**config.mk**
```make
export PLATFORM = sky130hd
export DESIGN_NAME = mul_fp_pipelined
export DESIGN_NICKNAME = d
export VERILOG_FILES = /design/src/rtl/mul_fp_pipelined.sv
export SDC_FILE = /design/constraint.sdc
export NUM_CORES = 1
export LEC_CHECK = 0
export ABC_AREA = 1
export CAP_MARGIN = 20
export CORE_ASPECT_RATIO = 0.6
export CORE_MARGIN = 2
export CORE_UTILIZATION = 26
export DETAILED_ROUTE_END_ITERATION = 8
export GPL_TIMING_DRIVEN = 0
export PLACE_DENSITY = 0.44
export SLEW_MARGIN = 40
export SYNTH_ARGS = -nofsm -noshare
export SYNTH_HDL_FRONTEND = slang
export SYNTH_SLANG_ARGS = --single-unit
```
**constraint.sdc**
```tcl
create_clock -name clk -period 5.8 [get_ports clk]
set_clock_uncertainty 0.15 [all_clocks]
set_input_delay 1.45 -clock clk [delete_from_list [all_inputs] [get_ports clk]]
set_output_delay 1.45 -clock clk [all_outputs]
set_load 0.05 [all_outputs]
```
**src/rtl/mul_fp_pipelined.sv**
```systemverilog
// Three-stage pipelined floating-point multiplier (DAZ inputs, FTZ results, RNE/RTZ rounding)
// with valid/ready backpressure, per-result exception flags and an opaque passthrough tag.
module mul_fp_pipelined #(
  parameter int EXP_W = 5,
  parameter int MAN_W = 10,
  parameter int TAG_W = 4
) (
  input  logic                 clk,
  input  logic                 nRST,
  input  logic                 in_valid,
  output logic                 in_ready,
  input  logic [EXP_W+MAN_W:0] a,
  input  logic [EXP_W+MAN_W:0] b,
  input  logic                 rnd_mode,
  input  logic [TAG_W-1:0]     in_tag,
  output logic                 out_valid,
  input  logic                 out_ready,
  output logic [EXP_W+MAN_W:0] result,
  output logic [TAG_W-1:0]     out_tag,
  output logic [3:0]           flags
);
  localparam int W       = 1 + EXP_W + MAN_W;
  localparam int PW      = 2 * MAN_W + 2;
  localparam int XW      = EXP_W + 2;
  localparam int BIAS    = 2 ** (EXP_W - 1) - 1;
  localparam int EXP_TOP = 2 ** EXP_W - 1;
  localparam logic [EXP_W-1:0] EXP_ONES = '1;
  localparam logic [EXP_W-1:0] EXP_MAXF = EXP_W'(EXP_TOP - 1);
  localparam logic [W-1:0]     QNAN     = {1'b0, EXP_ONES, 1'b1, {(MAN_W-1){1'b0}}};

  logic stall;
  assign stall    = out_valid && !out_ready;
  assign in_ready = !stall;

  logic [EXP_W-1:0] ea, eb;
  logic [MAN_W-1:0] ma, mb;
  logic             a_zero, b_zero, a_inf, b_inf, a_nan, b_nan;

  assign ea     = a[W-2:MAN_W];
  assign eb     = b[W-2:MAN_W];
  assign ma     = a[MAN_W-1:0];
  assign mb     = b[MAN_W-1:0];
  // exponent field 0 covers both true zero and subnormals (denormals-are-zero)
  assign a_zero = (ea == '0);
  assign b_zero = (eb == '0);
  assign a_inf  = (ea == EXP_ONES) && (ma == '0);
  assign b_inf  = (eb == EXP_ONES) && (mb == '0);
  assign a_nan  = (ea == EXP_ONES) && (ma != '0);
  assign b_nan  = (eb == EXP_ONES) && (mb != '0);

  logic                 s1_valid, s1_sign, s1_nan, s1_snan, s1_inf, s1_zero, s1_rnd;
  logic [MAN_W:0]       s1_ma, s1_mb;
  logic signed [XW-1:0] s1_exp;
  logic [TAG_W-1:0]     s1_tag;

  logic                 s2_valid, s2_sign, s2_nan, s2_snan, s2_inf, s2_zero, s2_rnd;
  logic [PW-1:0]        s2_prod;
  logic signed [XW-1:0] s2_exp;
  logic [TAG_W-1:0]     s2_tag;

  always_ff @(posedge clk) begin
    if (!stall) begin
      s1_sign <= a[W-1] ^ b[W-1];
      s1_nan  <= a_nan || b_nan;
      s1_snan <= (a_nan && !ma[MAN_W-1]) || (b_nan && !mb[MAN_W-1]);
      s1_inf  <= a_inf || b_inf;
      s1_zero <= a_zero || b_zero;
      s1_ma   <= {1'b1, ma};
      s1_mb   <= {1'b1, mb};
      s1_exp  <= XW'({2'b00, ea}) + XW'({2'b00, eb}) - XW'(BIAS);
      s1_rnd  <= rnd_mode;
      s1_tag  <= in_tag;

      s2_sign <= s1_sign;
      s2_nan  <= s1_nan;
      s2_snan <= s1_snan;
      s2_inf  <= s1_inf;
      s2_zero <= s1_zero;
      s2_prod <= PW'(s1_ma) * PW'(s1_mb);
      s2_exp  <= s1_exp;
      s2_rnd  <= s1_rnd;
      s2_tag  <= s1_tag;
    end
  end

  logic                 norm, guard, sticky, inc, carry;
  logic [MAN_W-1:0]     frac, frac_r;
  logic signed [XW-1:0] exp_n, exp_r;
  logic [W-1:0]         res_d;
  logic [3:0]           flags_d;

  always_comb begin
    norm = s2_prod[PW-1];
    if (norm) begin
      frac   = s2_prod[PW-2 -: MAN_W];
      guard  = s2_prod[MAN_W];
      sticky = |s2_prod[MAN_W-1:0];
    end else begin
      frac   = s2_prod[PW-3 -: MAN_W];
      guard  = s2_prod[MAN_W-1];
      sticky = |s2_prod[MAN_W-2:0];
    end
    exp_n           = s2_exp + XW'(norm);
    inc             = !s2_rnd && guard && (sticky || frac[0]);
    // an all-ones fraction rounding up wraps to zero and bumps the exponent
    {carry, frac_r} = {1'b0, frac} + (MAN_W+1)'(inc);
    exp_r           = exp_n + XW'(carry);

    res_d   = {s2_sign, exp_r[EXP_W-1:0], frac_r};
    flags_d = {3'b000, guard || sticky};

    if (s2_nan) begin
      res_d   = QNAN;
      flags_d = {s2_snan, 3'b000};
    end else if (s2_inf && s2_zero) begin
      res_d   = QNAN;
      flags_d = 4'b1000;
    end else if (s2_inf) begin
      res_d   = {s2_sign, EXP_ONES, {MAN_W{1'b0}}};
      flags_d = 4'b0000;
    end else if (s2_zero) begin
      res_d   = {s2_sign, {(W-1){1'b0}}};
      flags_d = 4'b0000;
    end else if (exp_r >= EXP_TOP) begin
      res_d   = s2_rnd ? {s2_sign, EXP_MAXF, {MAN_W{1'b1}}} : {s2_sign, EXP_ONES, {MAN_W{1'b0}}};
      flags_d = 4'b0101;
    end else if (exp_r <= 0) begin
      res_d   = {s2_sign, {(W-1){1'b0}}};
      flags_d = 4'b0011;
    end
  end

  always_ff @(posedge clk) begin
    if (!nRST) begin
      s1_valid  <= 1'b0;
      s2_valid  <= 1'b0;
      out_valid <= 1'b0;
      result    <= '0;
      out_tag   <= '0;
      flags     <= '0;
    end else if (!stall) begin
      s1_valid  <= in_valid;
      s2_valid  <= s1_valid;
      out_valid <= s2_valid;
      if (s2_valid) begin
        result  <= res_d;
        out_tag <= s2_tag;
        flags   <= flags_d;
      end
    end
  end

endmodule
```
==> reports/metrics.yaml <==
status: "finished clean"
syn_area_sq_um: 8610
syn_inst: 975
hold_class: "reg2reg"
utilization: 0.3127
hold_viol_final: 0
grt_max_degree: 59
cp-end-kind: "flop"
critPathArrivalTime_ns: 5.40
ant_nets: 0
cts_tree: "built"
clock-sinks: 103
die_w_microns: 238.9
drv_cap: 0
route.detailed.drc: 0
antenna_found_initial: 0
power_per_cell_area_nw_per_um2: 478.3
synth.top_cell.area_share: 0.2651
dp.final_hpwl_mm: 17.07
place_ws_ns: -0.03548
grt_first_pass_wirelength_mm: 34.44
viasPerCell: 4.226
synth.distinct_cells: 44
clkTransAtPathRegs_ns: 0.08
final_layout_size_suffix_gt1_frac: 0.07823
numCtsBuffers: 9
overflow: 0
setup_violations: 0
dieArea_sq_um: 34630
port_buffers: 66
area_growth_pct: 18.21
finalWeightedCongestion: 0.8326
fmax_mhz: 183.4
dr.pass1.iters: 4
tightest_slew_ns: 0.6078
postCtsHoldBufs: 0
cts-root-buf: "clkbuf_16"
cts_max_path_buffers: 2
ios: 67
drv_slew: 0
instances_no_fill: 1485
fillers: 3459
ys_ff_latch: 103
rows: 51
fin_ws_ns: 0.3467
crit_path_start_kind: "flop"
avgSynthCellArea_sq_um: 8.830
dp_cells: 1466
multiInputGateArea_sq_um: 4812
grt_usage: 0.1282
rsz0062_at_grt: "true"
yosysTopAreaCell: "edfxtp_1"
wl_per_cell_microns: 13.89
wl_mm: 20.63
ys_top_cells_by_area: "edfxtp_1 (27%), fa_1 (19%), ha_1 (10%), nand2_1 (9.8%), inv_1 (9.4%)"
seq_area_sq_um: 2823
ys_warn_count: 0
synth_fp_nets: 1168
min_period_ns: 5.453
clkLatencyLatePin_ns: 0.37
drt_iter0_drc: 342
initial_utilization: 0.2646
via_count: 6276
path_max_fanout: 10
worstSetupPathType: "reg2reg"
seq_area_frac_synth: 0.3279
maxSlewHeadroom: 0.5948
finalNetCount: 1249
tns_ns: 0
grt_pass1_vias: 6373
antenna_cells: 0
post-route-period-util: 0.9402
cp.required_ns: 5.75
core_area_sq_um: 32540
power.leakage_nw: 4.997
htree_levels: 3
dieHeight_microns: 145.0
ir_drop_mv: 0.2807
-- cells in the mapped netlist (all sizes together) --
cell type,count
clkbuf,24
o211ai,2
xnor2,10
a22oi,2
a31oi,2
a21o,2
a21oi,43
clkinv,2
edfxtp,76
xor2,15
inv,223
o22ai,2
and3,1
o21bai,2
nor4,6
nand2,243
nor2,49
ha,70
or2,2
buf,4
o32ai,1
o21a,1
fa,82
o21ai,39
dfxtp,27
nand4,10
nand3,28
nor3,6
nand3b,1
-- final timing paths --
check	from	to	slack [ns]	cells past startpoint
worst min register to register	s1_exp[0]	s2_exp[0]	0.27	0
worst max register to register	s1_ma[1]	s2_prod[14]	0.35	18
worst min-delay path	s1_exp[0]	s2_exp[0]	0.27	0
worst max-delay path	s1_ma[1]	s2_prod[14]	0.35	18
-- layout make-up --
class,instances,share of cell area
Multi-Input combinational cell,619,0.4728
Sequential cell,103,0.2774
Inverter,225,0.08372
Timing Repair Buffer,77,0.07622
Tap cell,424,0.05213
Clock buffer,11,0.02287
Buffer,21,0.01156
Clock inverter,5,0.003319
-- worst max-delay path: stages, from the launching register on --
cell      delay, ns
edfxtp_1       0.43
clkbuf_2       0.26
nand2_1        0.12
inv_1          0.06
fa_1           0.51
inv_1          0.06
fa_1           0.53
inv_1          0.06
fa_1           0.51
fa_1           0.55
inv_1          0.05
fa_1           0.52
inv_1          0.04
ha_1           0.34
nand2_1        0.14
nor3_1         0.35
a21oi_2        0.14
o21ai_0        0.24
xor2_1         0.09
-- metal layers --
| layer | global-route usage | vias to the layer above | share of wire |
|---|---|---|---|
| met3 | 0.03634 | 10 | 0.054 |
| li1 | - | 3180 | - |
| met4 | 0.02281 | 0 | 0.0069 |
| met5 | 0 | - | 0 |
| met1 | 0.2070 | 2965 | 0.58 |
| met2 | 0.1650 | 121 | 0.36 |
-- power breakdown --
group / switching (mW) / total [mW] / internal, mW
Clock: 0.281 / 0.573 / 0.292
Combinational: 1.97 / 3.15 / 1.18
Sequential: 0.0764 / 1.14 / 1.07
Total: 2.33 / 4.87 / 2.54
-- kinds of logic (layout without fill, tap and decap cells) --
group           count (synthesis)  after routing  synth area share
compound gates                 96             96           0.06423
xor+xnor                       25             25           0.02543
fa+ha+maj                     152            152            0.2924
buf+inv                       253            339            0.1136
flops                         103            103            0.3279
simple gates                  346            346            0.1764
-- flip-flops by register name, summed over array words and instances (netlist names), 4 cells and up --
| register | flops |
|---|---|
| s1_exp | 7 |
| s2_prod | 22 |
| s1_mb | 10 |
| s2_tag | 4 |
| s1_tag | 4 |
| s2_exp | 7 |
| result | 16 |
| s1_ma | 10 |
| out_tag | 4 |
| flags | 4 |
-- placed cells by master, fill, tap and decap left out, types with 2 or more instances in the layout --
master	instances
ha_1	70
a21oi_2	6
o21ai_2	3
clkbuf_2	10
nand2_1	224
o211ai_1	2
inv_2	7
o22ai_1	2
nand2_4	5
or2_1	2
buf_6	3
o21ai_0	24
nor2_1	46
dfxtp_1	27
buf_4	10
a21oi_1	37
o21bai_1	2
xor2_1	15
a22oi_1	2
nor4_1	6
clkdlybuf4s50_1	66
clkbuf_1	9
nand4_1	10
inv_6	2
inv_1	214
nor3_2	2
nand2_2	14
fa_1	82
nand3_1	26
a21o_1	2
o21ai_1	11
edfxtp_1	76
nor3_1	4
clkbuf_16	9
xnor2_1	10
clkinv_1	3
a31oi_1	2
-- stage by stage --
step,power (mW),area (sq um),hold slack [ns]
6_report,4.868,10180,0.2666
3_3_place_gp,4.298,9801,0.2514
3_5_place_dp,4.295,9833,0.2554
2_1_floorplan,3.523,8610,0.2503
5_1_grt,5.463,10180,0.2762
4_1_cts,4.915,10100,0.2687
-- timing repair --
item	CTS	global route
gates resized for setup	0	21
setup endpoints to repair	4	10
buffers inserted	0	10
No activity file was read; power rests on OpenSTA's default activity.
